**src/rtl/uart_pkg.sv**
```systemverilog
// ============================================================================
// Module : uart_pkg
// Shared UART types, ctrl field positions and frame-format helpers.
// Rev    : 1.0  initial release
// ============================================================================
`default_nettype none

package uart_pkg;

    typedef enum logic [2:0] {
        S_IDLE   = 3'd0,
        S_START  = 3'd1,
        S_DATA   = 3'd2,
        S_PARITY = 3'd3,
        S_STOP   = 3'd4
    } tx_state_t;

    localparam int CTRL_LEN_LSB = 0;
    localparam int CTRL_PAR_EN  = 2;
    localparam int CTRL_ODD     = 3;
    localparam int CTRL_STOP2   = 4;
    localparam int CTRL_USED_W  = 5;

    localparam int TICKS_PER_BIT_DEFAULT = 16;

    function automatic logic [3:0] data_bits(input logic [1:0] len_sel);
        return 4'd5 + {2'b00, len_sel};
    endfunction

endpackage

`default_nettype wire

```
**src/rtl/uart_tx_serializer.sv**
```systemverilog
// ============================================================================
// Module : uart_tx_serializer
// UART transmit shifter with a one-byte holding register and sticky overrun.
// Rev    : 1.0  initial release
// ============================================================================
`default_nettype none

module uart_tx_serializer
    import uart_pkg::*;
#(
    parameter int TICKS_PER_BIT = TICKS_PER_BIT_DEFAULT,
    parameter int DATA_W        = 8
) (
    input  logic              PCLK,
    input  logic              PRESET,
    input  logic              baud_tick,
    input  logic              tx_start,
    input  logic [DATA_W-1:0] tx_data,
    input  logic [6:0]        ctrl,
    input  logic              ovr_clr,
    output logic              TXD,
    output logic              TXdone,
    output logic              tx_busy,
    output logic              tx_buffer_overrun
);

    localparam int TICK_W = (TICKS_PER_BIT > 1) ? $clog2(TICKS_PER_BIT) : 1;
    localparam logic [TICK_W-1:0] c_TICK_LAST = TICK_W'(TICKS_PER_BIT - 1);

    tx_state_t               r_state, w_state_nxt;
    logic [TICK_W-1:0]       r_tick, w_tick_nxt;
    logic [2:0]              r_bitcnt, w_bitcnt_nxt;
    logic [DATA_W-1:0]       r_shift, w_shift_nxt;
    logic [CTRL_USED_W-1:0]  r_ctrl, w_ctrl_nxt;
    logic                    r_par, w_par_nxt;
    logic [DATA_W-1:0]       r_hold_data, w_hold_data_nxt;
    logic [CTRL_USED_W-1:0]  r_hold_ctrl, w_hold_ctrl_nxt;
    logic                    r_hold_valid, w_hold_valid_nxt;
    logic                    r_txd, w_txd_nxt;
    logic                    r_ovr, w_ovr_nxt;
    logic                    w_bit_end, w_done, w_unload, w_last_data;
    logic [CTRL_USED_W-1:0]  w_ctrl_fmt;

    // ctrl[6:5] carry no meaning here and are discarded by the cast
    assign w_ctrl_fmt = CTRL_USED_W'(ctrl);

    function automatic logic f_parity(input logic [DATA_W-1:0] d,
                                      input logic [CTRL_USED_W-1:0] c);
        logic p;
        p = c[CTRL_ODD];
        for (int i = 0; i < DATA_W; i++) begin
            if (i < int'(data_bits(c[CTRL_LEN_LSB +: 2]))) begin
                p = p ^ d[i];
            end
        end
        return p;
    endfunction

    assign w_bit_end   = baud_tick && (r_tick == c_TICK_LAST);
    assign w_last_data = ({1'b0, r_bitcnt} == (data_bits(r_ctrl[CTRL_LEN_LSB +: 2]) - 4'd1));

    always_comb begin
        w_state_nxt      = r_state;
        w_tick_nxt       = r_tick;
        w_bitcnt_nxt     = r_bitcnt;
        w_shift_nxt      = r_shift;
        w_ctrl_nxt       = r_ctrl;
        w_par_nxt        = r_par;
        w_hold_data_nxt  = r_hold_data;
        w_hold_ctrl_nxt  = r_hold_ctrl;
        w_hold_valid_nxt = r_hold_valid;
        w_ovr_nxt        = r_ovr;
        w_txd_nxt        = 1'b1;
        w_done           = 1'b0;
        w_unload         = 1'b0;

        if ((r_state != S_IDLE) && baud_tick) begin
            w_tick_nxt = w_bit_end ? '0 : r_tick + 1'b1;
        end

        unique case (r_state)
            S_IDLE: begin
                if (tx_start) begin
                    w_shift_nxt = tx_data;
                    w_ctrl_nxt  = w_ctrl_fmt;
                    w_par_nxt   = f_parity(tx_data, w_ctrl_fmt);
                    w_tick_nxt  = '0;
                    w_state_nxt = S_START;
                end
            end
            S_START: begin
                if (w_bit_end) begin
                    w_bitcnt_nxt = '0;
                    w_state_nxt  = S_DATA;
                end
            end
            S_DATA: begin
                if (w_bit_end) begin
                    w_shift_nxt = r_shift >> 1;
                    if (w_last_data) begin
                        w_bitcnt_nxt = '0;
                        w_state_nxt  = r_ctrl[CTRL_PAR_EN] ? S_PARITY : S_STOP;
                    end else begin
                        w_bitcnt_nxt = r_bitcnt + 3'd1;
                    end
                end
            end
            S_PARITY: begin
                if (w_bit_end) begin
                    w_bitcnt_nxt = '0;
                    w_state_nxt  = S_STOP;
                end
            end
            S_STOP: begin
                if (w_bit_end) begin
                    if (r_ctrl[CTRL_STOP2] && (r_bitcnt == 3'd0)) begin
                        w_bitcnt_nxt = 3'd1;
                    end else begin
                        w_done       = 1'b1;
                        w_bitcnt_nxt = '0;
                        if (r_hold_valid) begin
                            w_unload         = 1'b1;
                            w_shift_nxt      = r_hold_data;
                            w_ctrl_nxt       = r_hold_ctrl;
                            w_par_nxt        = f_parity(r_hold_data, r_hold_ctrl);
                            w_hold_valid_nxt = 1'b0;
                            w_state_nxt      = S_START;
                        end else begin
                            w_state_nxt = S_IDLE;
                        end
                    end
                end
            end
            default: w_state_nxt = S_IDLE;
        endcase

        if (ovr_clr) begin
            w_ovr_nxt = 1'b0;
        end

        // The slot being unloaded this cycle can take a new byte at once
        if (tx_start && (r_state != S_IDLE)) begin
            if (!r_hold_valid || w_unload) begin
                w_hold_data_nxt  = tx_data;
                w_hold_ctrl_nxt  = w_ctrl_fmt;
                w_hold_valid_nxt = 1'b1;
            end else begin
                w_ovr_nxt = 1'b1;
            end
        end

        unique case (w_state_nxt)
            S_START:  w_txd_nxt = 1'b0;
            S_DATA:   w_txd_nxt = w_shift_nxt[0];
            S_PARITY: w_txd_nxt = w_par_nxt;
            default:  w_txd_nxt = 1'b1;
        endcase
    end

    always_ff @(posedge PCLK) begin
        if (PRESET) begin
            r_state      <= S_IDLE;
            r_tick       <= '0;
            r_bitcnt     <= '0;
            r_shift      <= '0;
            r_ctrl       <= '0;
            r_par        <= 1'b0;
            r_hold_data  <= '0;
            r_hold_ctrl  <= '0;
            r_hold_valid <= 1'b0;
            r_txd        <= 1'b1;
            r_ovr        <= 1'b0;
        end else begin
            r_state      <= w_state_nxt;
            r_tick       <= w_tick_nxt;
            r_bitcnt     <= w_bitcnt_nxt;
            r_shift      <= w_shift_nxt;
            r_ctrl       <= w_ctrl_nxt;
            r_par        <= w_par_nxt;
            r_hold_data  <= w_hold_data_nxt;
            r_hold_ctrl  <= w_hold_ctrl_nxt;
            r_hold_valid <= w_hold_valid_nxt;
            r_txd        <= w_txd_nxt;
            r_ovr        <= w_ovr_nxt;
        end
    end

    assign TXD               = r_txd;
    assign TXdone            = w_done && !PRESET;
    assign tx_busy           = (r_state != S_IDLE) || r_hold_valid;
    assign tx_buffer_overrun = r_ovr;

endmodule

`default_nettype wire

```
**config.mk**
```make
export PLATFORM = sky130hd
export DESIGN_NAME = uart_tx_serializer
export DESIGN_NICKNAME = d
export VERILOG_FILES = /design/src/rtl/uart_pkg.sv /design/src/rtl/uart_tx_serializer.sv
export SDC_FILE = /design/constraint.sdc
export NUM_CORES = 1
export LEC_CHECK = 0
export BUFFER_PORTS_ARGS = -buffer_cell sky130_fd_sc_hd__buf_2
export CORE_MARGIN = 2
export CORE_UTILIZATION = 50
export CTS_CLUSTER_SIZE = 16
export DETAILED_ROUTE_END_ITERATION = 12
export PLACE_DENSITY = 0.84
export SLEW_MARGIN = 20
export SYNTH_ARGS = -nofsm -noshare
export SYNTH_HDL_FRONTEND = slang
export SYNTH_SLANG_ARGS = --single-unit
```
**constraint.sdc**
```tcl
create_clock -name PCLK -period 1.8 [get_ports PCLK]
set_input_delay 0.18 -clock PCLK [delete_from_list [all_inputs] [get_ports PCLK]]
set_output_delay 0.18 -clock PCLK [all_outputs]
set_load 0.02 [all_outputs]
```
* Word level (Yosys, flattened, before mapping)
Cells that the tools add are included.
Word-level totals: register bits 40, input port bits 20, output and inout bits 4, logic and storage cells 195
Operators by class: $add $sub $neg 6, order comparisons 16, equality and inequality tests 15, muxes and demuxes 110, bitwise operators 16, reductions and logical operators 20
Operators with widths (count):
- $mux 1 | 79
- $mux 8 | 5
- $mux 3 | 12
- $lt 3x4->1 const A | 8
- $pmux 8 s3 | 1
- $mux 5 | 4
- $lt 1x4->1 const A | 4
- $lt 2x4->1 const A | 4
- $mux 4 | 4
- $xor 1x1->1 | 16
- $pmux 3 s5 | 1
- $add 3x2->4 const A | 3
- $eq 3x2->1 const B | 4
- $ne 2x2->1 const B | 5
- $pmux 5 s2 | 1
- $pmux 3 s3 | 1
- $reduce_bool 3->1 | 3
- $eq 3x1->1 const B | 2
- $logic_not 3->1 | 2
- $reduce_and 6->1 | 1
- $logic_and 1x1->1 | 5
- $reduce_and 5->1 | 1
- $add 4x1->4 const B | 1
- $eq 3x4->1 | 1
- 13 further kinds | 15

* Logic depth before layout (Yosys ltp)
Gate-level depths: netlist of the first run.
depth after elaboration 50, depth in mapped cells 8, mapped depth without buffers 7

* Worst setup path after synthesis of the first run
Ideal clock, no wire load.
kind reg-to-reg, start register r_tick[0], end register r_shift[1], library setup time 125 ps, arrival 1853 ps, required time 1675 ps, slack -178 ps, stages on the path, launching flop included 7, path buffers 0, period minus slack after synthesis 1978 ps, cells stage by stage dfxtp_1 ha_1 nand4_1 o32ai_2 mux2_2 a21oi_2 o2bb2ai_1
On the way: word-level cells in the longest chain between the ends 4, elaborated cells on any way between the ends 5, classes of those cells eq/ne: 3; reduce/logical: 2
RTL lines:
- start, declared | RTL line uart_tx_serializer.sv:31 | logic [TICK_W-1:0] r_tick, w_tick_nxt;
- start signal, assigned | RTL line uart_tx_serializer.sv:175 | r_tick <= w_tick_nxt;
- $eq 4x4->1 (*) | RTL line uart_tx_serializer.sv:59 | assign w_bit_end = baud_tick && (r_tick == c_TICK_LAST);
- $logic_and 1x1->1 (*) | RTL line uart_tx_serializer.sv:59
- $ne 2x2->1 (no source line)
- $reduce_and 6->1 (no source line) (*)
- end signal, assigned | RTL line uart_tx_serializer.sv:177 | r_shift <= w_shift_nxt;
- end, declared | RTL line uart_tx_serializer.sv:33 | logic [DATA_W-1:0] r_shift, w_shift_nxt;
Every way passes the cells marked *; elsewhere a longest branch is shown, timed or not. A chain may end at the register's enable or synchronous reset.

* Worst setup path after layout of the first run
start register r_bitcnt[1], end register r_ctrl[1]
On the way: word-level cells in the longest chain between the ends 4
RTL lines:
- start, declared | RTL line uart_tx_serializer.sv:32 | logic [2:0] r_bitcnt, w_bitcnt_nxt;
- start signal, assigned | RTL line uart_tx_serializer.sv:176 | r_bitcnt <= w_bitcnt_nxt;
- $logic_not 3->1 | RTL line uart_tx_serializer.sv:116 | if (r_ctrl[CTRL_STOP2] && (r_bitcnt == 3'd0)) begin
- $logic_and 1x1->1 | RTL line uart_tx_serializer.sv:116
- $ne 2x2->1 (no source line)
- $reduce_and 5->1 (no source line)
- end signal, assigned | RTL line uart_tx_serializer.sv:178 | r_ctrl <= w_ctrl_nxt;
- end, declared | RTL line uart_tx_serializer.sv:34 | logic [CTRL_USED_W-1:0] r_ctrl, w_ctrl_nxt;
No other way between the ends.

==> run metrics, run 1 <==
status=finished clean; H-tree Lvls=2; crit start category=flip-flop; first-pass detailed-route iteration total=5; worst rel slew slack=60.2%; Overall Global Routing Usage=21.1%; nets@finish=286; Final period util=98.8%; Int Pwr=0.00136 W; CP arrival=1.96 ns; DR vias=1898; hold_buf cts=0; P_leak=1.13 nW; Max Fclk=562 MHz; critical path class=reg2reg; Max Clock Skew=0.00718 ns; Num CTS Buffers=5; min Tclk post-route=1.78 ns; Synth cell types=51; die footprint=4790 sq um; Setup-failing EPs final=0; asr flop ratio synth=0%; CP max FO=7; VDD IR max=0.393 mV; Initial DRC Count=204; TritonCTS clock tree=yes; Comb pwr share=19.2%; Pwr Density=709 nW/um^2; net switching fraction of the power=27.8%; multi-input logic area=1350 sq um; Final Max Tran Viols=0; Sw Pwr=0.000524 W; vias in the first global route=1803; Worst-path clk slew=0.07 ns; Post-route DRC=0; critical path endpoint category=flip-flop; port bufs=21; Synth Cell Area=2130 sq um; Placed Cells incl. Taps=298; Wirelength per Cell=16.3 um; Post-DP HPWL=3380 um; most common library cell in the layout ignoring fill and taps=dfxtp_1; layout cell share with drive strength beyond 1=31.4%; Max-Cap Viols=0; Worst-Skew Late Latency=0.29 ns; Total Wirelength=5120 um; routability cong.=0.846; number of synthesized flops with an enable pin=0; Layout area overhead=25.1%; number of antenna violations at the first check in global routing=0; final hold vios=0; non-filler instance count after layout=314; sequential cell area fraction in the yosys report=36.7%; clock group share of total power=30.8%; Ports=24; Layout fillers=299; Critical Path RT=1.99 ns; Seq. cell area=791 sq um; root buffer cell=clkbuf_8; Worst Tran Pin Value=0.598 ns; clock buffer depth=2; Synth warnings=0; Seq cells post-synth=39; Util after Layout=65.6%; FP Rows=23; syn_nets=247; Detail Route Antenna Nets=0; sequential share of power=50.0%; Initial Utilization=52.4%; most frequent cells in the layout=dfxtp_1 (33), buf_4 (22), nor2_1 (21); Top FF cell, synth=dfxtp_1; post-synthesis instance total=224; Overflow after GRT=0; Hold/Removal Path Class=in2reg; # clock sinks=39; Antenna Cells=0; vias per cell=6.04; mean post-synth cell area=9.49 sq um; largest net degree at the start of global routing=30; RSZ-0062 raised after global routing=true; first-pass GRT wire length=8330 um; core area=4060 sq um; die width=69.2 um; Die H=69.2 um
-- power groups by stage --
stage	combinational [W]	sequential, W	clock [W]
floorplan	0.000234	0.000956	0
detailed placement	0.000320	0.000961	0
CTS	0.000334	0.000941	0.000592
global route	0.000391	0.000948	0.000635
global placement	0.000313	0.000958	0
finish	0.000363	0.000943	0.000580
-- stage by stage --
step / TNS, ns / hold WS, ns / total power, W / setup WS, ns / instance area [sq um]
after floorplan: -0.0476 / 0.324 / 0.00119 / -0.00681 / 2180
final: 0 / 0.138 / 0.00189 / 0.0219 / 2660
after CTS: -0.0374 / 0.137 / 0.00187 / -0.0374 / 2540
after detailed placement: -0.948 / 0.438 / 0.00128 / -0.0657 / 2400
after global placement: -0.103 / 0.432 / 0.00127 / -0.0197 / 2400
after global routing: -0.284 / 0.152 / 0.00197 / -0.0943 / 2660
-- synth_stat cells (all sizes together), types with 2 or more instances --
cell type / count / share of area (%)
and4b: 2 / 0.94
o31ai: 2 / 1.4
xnor3: 2 / 2.1
o21ai: 4 / 0.94
ha: 3 / 1.8
o2bb2ai: 7 / 2.9
a311oi: 8 / 3.3
a222oi: 6 / 2.8
nand4b: 2 / 0.82
nor3: 4 / 0.94
and3b: 4 / 1.6
mux2i: 18 / 8.5
buf: 5 / 2.1
and4: 3 / 1.2
nor2b: 2 / 0.59
dfxtp: 39 / 37
nand3: 6 / 2.0
nand2: 13 / 2.3
nor2: 21 / 3.7
a21oi: 13 / 3.2
inv: 5 / 0.88
mux2: 2 / 1.1
xnor2: 12 / 4.9
clkbuf: 10 / 1.8
a211oi: 4 / 1.4
a22oi: 2 / 0.71
nor3b: 3 / 1.1
nor4: 3 / 0.88
-- critical path: stages, from the launching register on --
cell and delay [ns]:
dfxtp_2 0.33, inv_1 0.04, ha_2 0.18, and3b_2 0.25, o32ai_4 0.35, buf_6 0.17, a21oi_1 0.07, a311oi_1 0.27
-- worst paths after layout --
| check | from | end | slack, ns | cells after the start |
|---|---|---|---|---|
| setup / recovery | r_bitcnt[1] | r_ctrl[1] | 0.02 | 7 |
| hold / removal | ctrl[4] | r_hold_ctrl[4] | 0.14 | 3 |
| setup reg to reg | r_bitcnt[1] | r_ctrl[1] | 0.02 | 7 |
| hold reg to reg | r_shift[6] | r_shift[6] | 0.48 | 1 |
-- kinds of logic after synthesis --
kind of cell	count (synthesis)	synth area share (%)
buffers and inverters	20	4.71
multiplexers	20	9.53
AND/OR/NAND/NOR	72	19.4
flip-flops	39	36.7
AO/OA/AOI/OAI	55	20.4
adder cells (fa/ha/maj)	3	1.77
XOR/XNOR	15	7.47
-- layout make-up --
| cell class | count | share of cell area (%) |
|---|---|---|
| clock inverter | 2 | 0.470 |
| sequential | 39 | 29.7 |
| clock buffer | 6 | 2.73 |
| timing repair buffer | 47 | 13.1 |
| inverter | 5 | 0.706 |
| multi-input combinational | 165 | 50.9 |
| tap | 50 | 2.35 |
-- registers in the layout, indices dropped and copies added, names as in the netlist --
| signal | cells |
|---|---|
| r_tick | 4 |
| r_hold_valid | 1 |
| r_par | 1 |
| r_hold_data | 8 |
| r_shift | 8 |
| TXD | 1 |
| r_ctrl | 4 |
| r_state | 3 |
| r_hold_ctrl | 5 |
| r_bitcnt | 3 |
| tx_buffer_overrun | 1 |
-- metal layers --
layer	vias up	routed length [um]	global-route usage [%]
met4	0	76	5.01
met1	898	2200	27.8
met2	67	2510	34.8
met5	-	0	0
met3	9	332	5.09
li1	924	-	-
-- what timing repair did --
| item | in CTS | in global routing |
|---|---|---|
| endpoints found under the setup margin | 23 | 25 |
| pin swaps | 2 | 13 |
| hold endpoints to repair | 0 | 0 |
| gates resized for setup | 10 | 20 |
| setup buffers | 1 | 7 |
(Power assumes the default switching activity.)
==> run 2: changes to the inputs <==
PLACE_DENSITY = 0.81   (was 0.84)
clock period = 2 ns   (was 1.8 ns; I/O delays follow)
==> run metrics, run 2 (synthesis results as in run 1) <==
VDD IR max=0.596 mV (was 0.393 mV); Total Wirelength=4910 um (was 5120 um); Final period util=102% (was 98.8%); Hold EP=r_hold_ctrl[2] (was r_hold_ctrl[4]); failing checks=negative setup slack; Max Fclk=491 MHz (was 562 MHz); Detail Route Antenna Nets=0 (unchanged); hold path startpoint=ctrl[2] (was ctrl[4]); FF-to-FF End=TXD (was r_ctrl[1]); Max-Cap Viols=0 (unchanged); R2R depth=7 (unchanged); Max Clock Skew=0.00540 ns (was 0.00718 ns); number of antenna violations at the first check in global routing=0 (unchanged); most common library cell in the layout ignoring fill and taps=dfxtp_1 (unchanged); Layout fillers=340 (was 299); Die H=69.2 um (unchanged); non-filler instance count after layout=307 (was 314); CP delay by family, top=simple AND/OR/NAND/NOR gates (was compound AO/OA/AOI/OAI gates); crit-path max cell delay=0.37 ns (was 0.35 ns); CP max FO=5 (was 7); Setup-failing EPs final=1 (was 0); root buffer cell=clkbuf_8 (unchanged); Num CTS Buffers=5 (unchanged); Overflow after GRT=0 (unchanged); crit-path cells=ha_2, nand4_1, buf_4, a21o_1, a211o_1, nor4_2, a211oi_1 (was inv_1, ha_2, and3b_2, o32ai_4, buf_6, a21oi_1, a311oi_1); Seq. cell area=786 sq um (was 791 sq um); vias per cell=6.07 (was 6.04); status=finished with violations (was finished clean); hold slack=0.150 ns (was 0.138 ns); layout cell share with drive strength beyond 1=24.5% (was 31.4%); Worst-Skew Late Latency=0.30 ns (was 0.29 ns); Critical Path RT=2.17 ns (was 1.99 ns); Initial DRC Count=201 (was 204); Antenna Cells=0 (unchanged); first-pass detailed-route iteration total=4 (was 5); nets@finish=280 (was 286); H-tree Lvls=2 (unchanged); first-pass GRT wire length=8090 um (was 8330 um); CP max-delay cell=dfxtp_4 (was o32ai_4); R2R setup slack=-0.04 ns (was 0.02 ns); FP Rows=23 (unchanged); Worst-path clk slew=0.07 ns (about the same); critical path endpoint category=flip-flop (unchanged); Util after Layout=61.6% (was 65.6%); hold_buf cts=0 (unchanged); min Tclk post-route=2.04 ns (was 1.78 ns); Layout area overhead=17.7% (was 25.1%); die width=69.2 um (unchanged); Placed Cells incl. Taps=298 (unchanged); vias in the first global route=1751 (was 1803); core area=4060 sq um (unchanged); Wirelength per Cell=16.0 um (was 16.3 um); P_leak=1.07 nW (was 1.13 nW); Pwr Density=676 nW/um^2 (was 709 nW/um^2); largest net degree at the start of global routing=34 (was 30); Hold/Removal Path Class=in2reg (unchanged); Post-DP HPWL=3360 um (was 3380 um); # clock sinks=39 (unchanged); critical path class=reg2reg (unchanged); path length in cells of the critical path=7 (unchanged); reg2reg start=r_tick[0] (was r_bitcnt[1]); die footprint=4790 sq um (unchanged); DR vias=1865 (was 1898); Final Max Tran Viols=0 (unchanged); port bufs=21 (unchanged); Initial Utilization=52.4% (unchanged); clock buffer depth=2 (unchanged); worst rel slew slack=57.3% (was 60.2%); crit start category=flip-flop (unchanged); Worst Tran Pin Value=0.641 ns (was 0.598 ns); Ports=24 (unchanged); TritonCTS clock tree=yes (unchanged); Hold Path Depth=3 (unchanged); most frequent cells in the layout=dfxtp_1 (37), nor2_1 (21), buf_2 (21) (was dfxtp_1 (33), buf_4 (22), nor2_1 (21)); Bufs and invs on worst path=1 (was 2); multi-input logic area=1280 sq um (was 1350 sq um); top flop regs=r_hold_data x8, r_shift x8, r_hold_ctrl x5 (unchanged); CP arrival=2.21 ns (was 1.96 ns); Overall Global Routing Usage=20.9% (was 21.1%); Post-route DRC=0 (unchanged); Final WS setup=-0.0376 ns (was 0.0219 ns); routability cong.=0.832 (was 0.846); final hold vios=0 (unchanged); RSZ-0062 raised after global routing=true (unchanged)
==> run 2: cell types whose count changed in the layout (fill, tap and decap cells not counted), moves of 2 or more <==
| cell | change |
|---|---|
| o2bb2ai_2 | -2 |
| nor4_2 | +2 |
| o2bb2ai_1 | +2 |
| dfxtp_1 | +4 |
| a211oi_1 | +2 |
| buf_4 | -3 |
| dfxtp_2 | -4 |
| buf_2 | +2 |
| buf_6 | -3 |
| a211oi_2 | -2 |
==> run 2: cell type report <==
class                   instances  area share [%]
clock buffers                   6            3.30
clock inverters                 1           0.200
inverters                       5           0.750
multi-input cells             165            51.1
flip-flops and latches         39            31.4
well taps                      50            2.50
repair buffers                 41            10.7
==> run 2: per-stage QoR <==
stage	TNS [ns]	power, W	area [sq um]	setup slack, ns
finish	-0.0376	0.00169	2500	-0.0376
global placement	0	0.00114	2350	0.0998
CTS	0	0.00168	2430	0.0113
detailed placement	0	0.00115	2350	0.0779
global route	-0.252	0.00176	2500	-0.0712
floorplan	0	0.00107	2130	0.0223
==> run 2: worst min-delay path: stages <==
cell     delay (ns)
buf_2          0.09
mux2i_1        0.06
nor2_1         0.07
==> run 2: how the worst max path moves through the flow <==
stage / start / endpoint / slack (ns)
floorplan: r_tick[0] / r_shift[1] / 0.02
global placement: r_tick[0] / r_shift[6] / 0.1
detailed placement: r_bitcnt[1] / r_hold_ctrl[3] / 0.08
CTS: r_tick[0] / TXD / 0.01
global route: r_tick[0] / TXD / -0.07
finish: r_tick[0] / TXD / -0.04
==> run 2: report_power, final <==
part / switching, W / leakage [nW] / internal [W] / total (W)
Combinational: 0.000150 / 0.707 / 0.000147 / 0.000298
Clock: 0.000277 / 0.0470 / 0.000271 / 0.000548
Sequential: 0.0000298 / 0.320 / 0.000817 / 0.000847
==> run 2: layer usage <==
metal | share of wire (%) | GRT usage [%] | up-vias
met3 | 5.3 | 4.80 | 7
met1 | 46 | 27.6 | 886
met5 | 0 | 0 | -
met4 | 1.4 | 7.41 | 0
met2 | 47 | 33.4 | 60
li1 | - | - | 912
==> run 2: what timing repair did <==
| item | CTS | global route |
|---|---|---|
| buffers inserted | 0 | 2 |
| setup endpoints to repair | 1 | 26 |
| pin swaps | 1 | 2 |
| gates resized for setup | 0 | 9 |
| endpoints found under the hold margin | 0 | 0 |
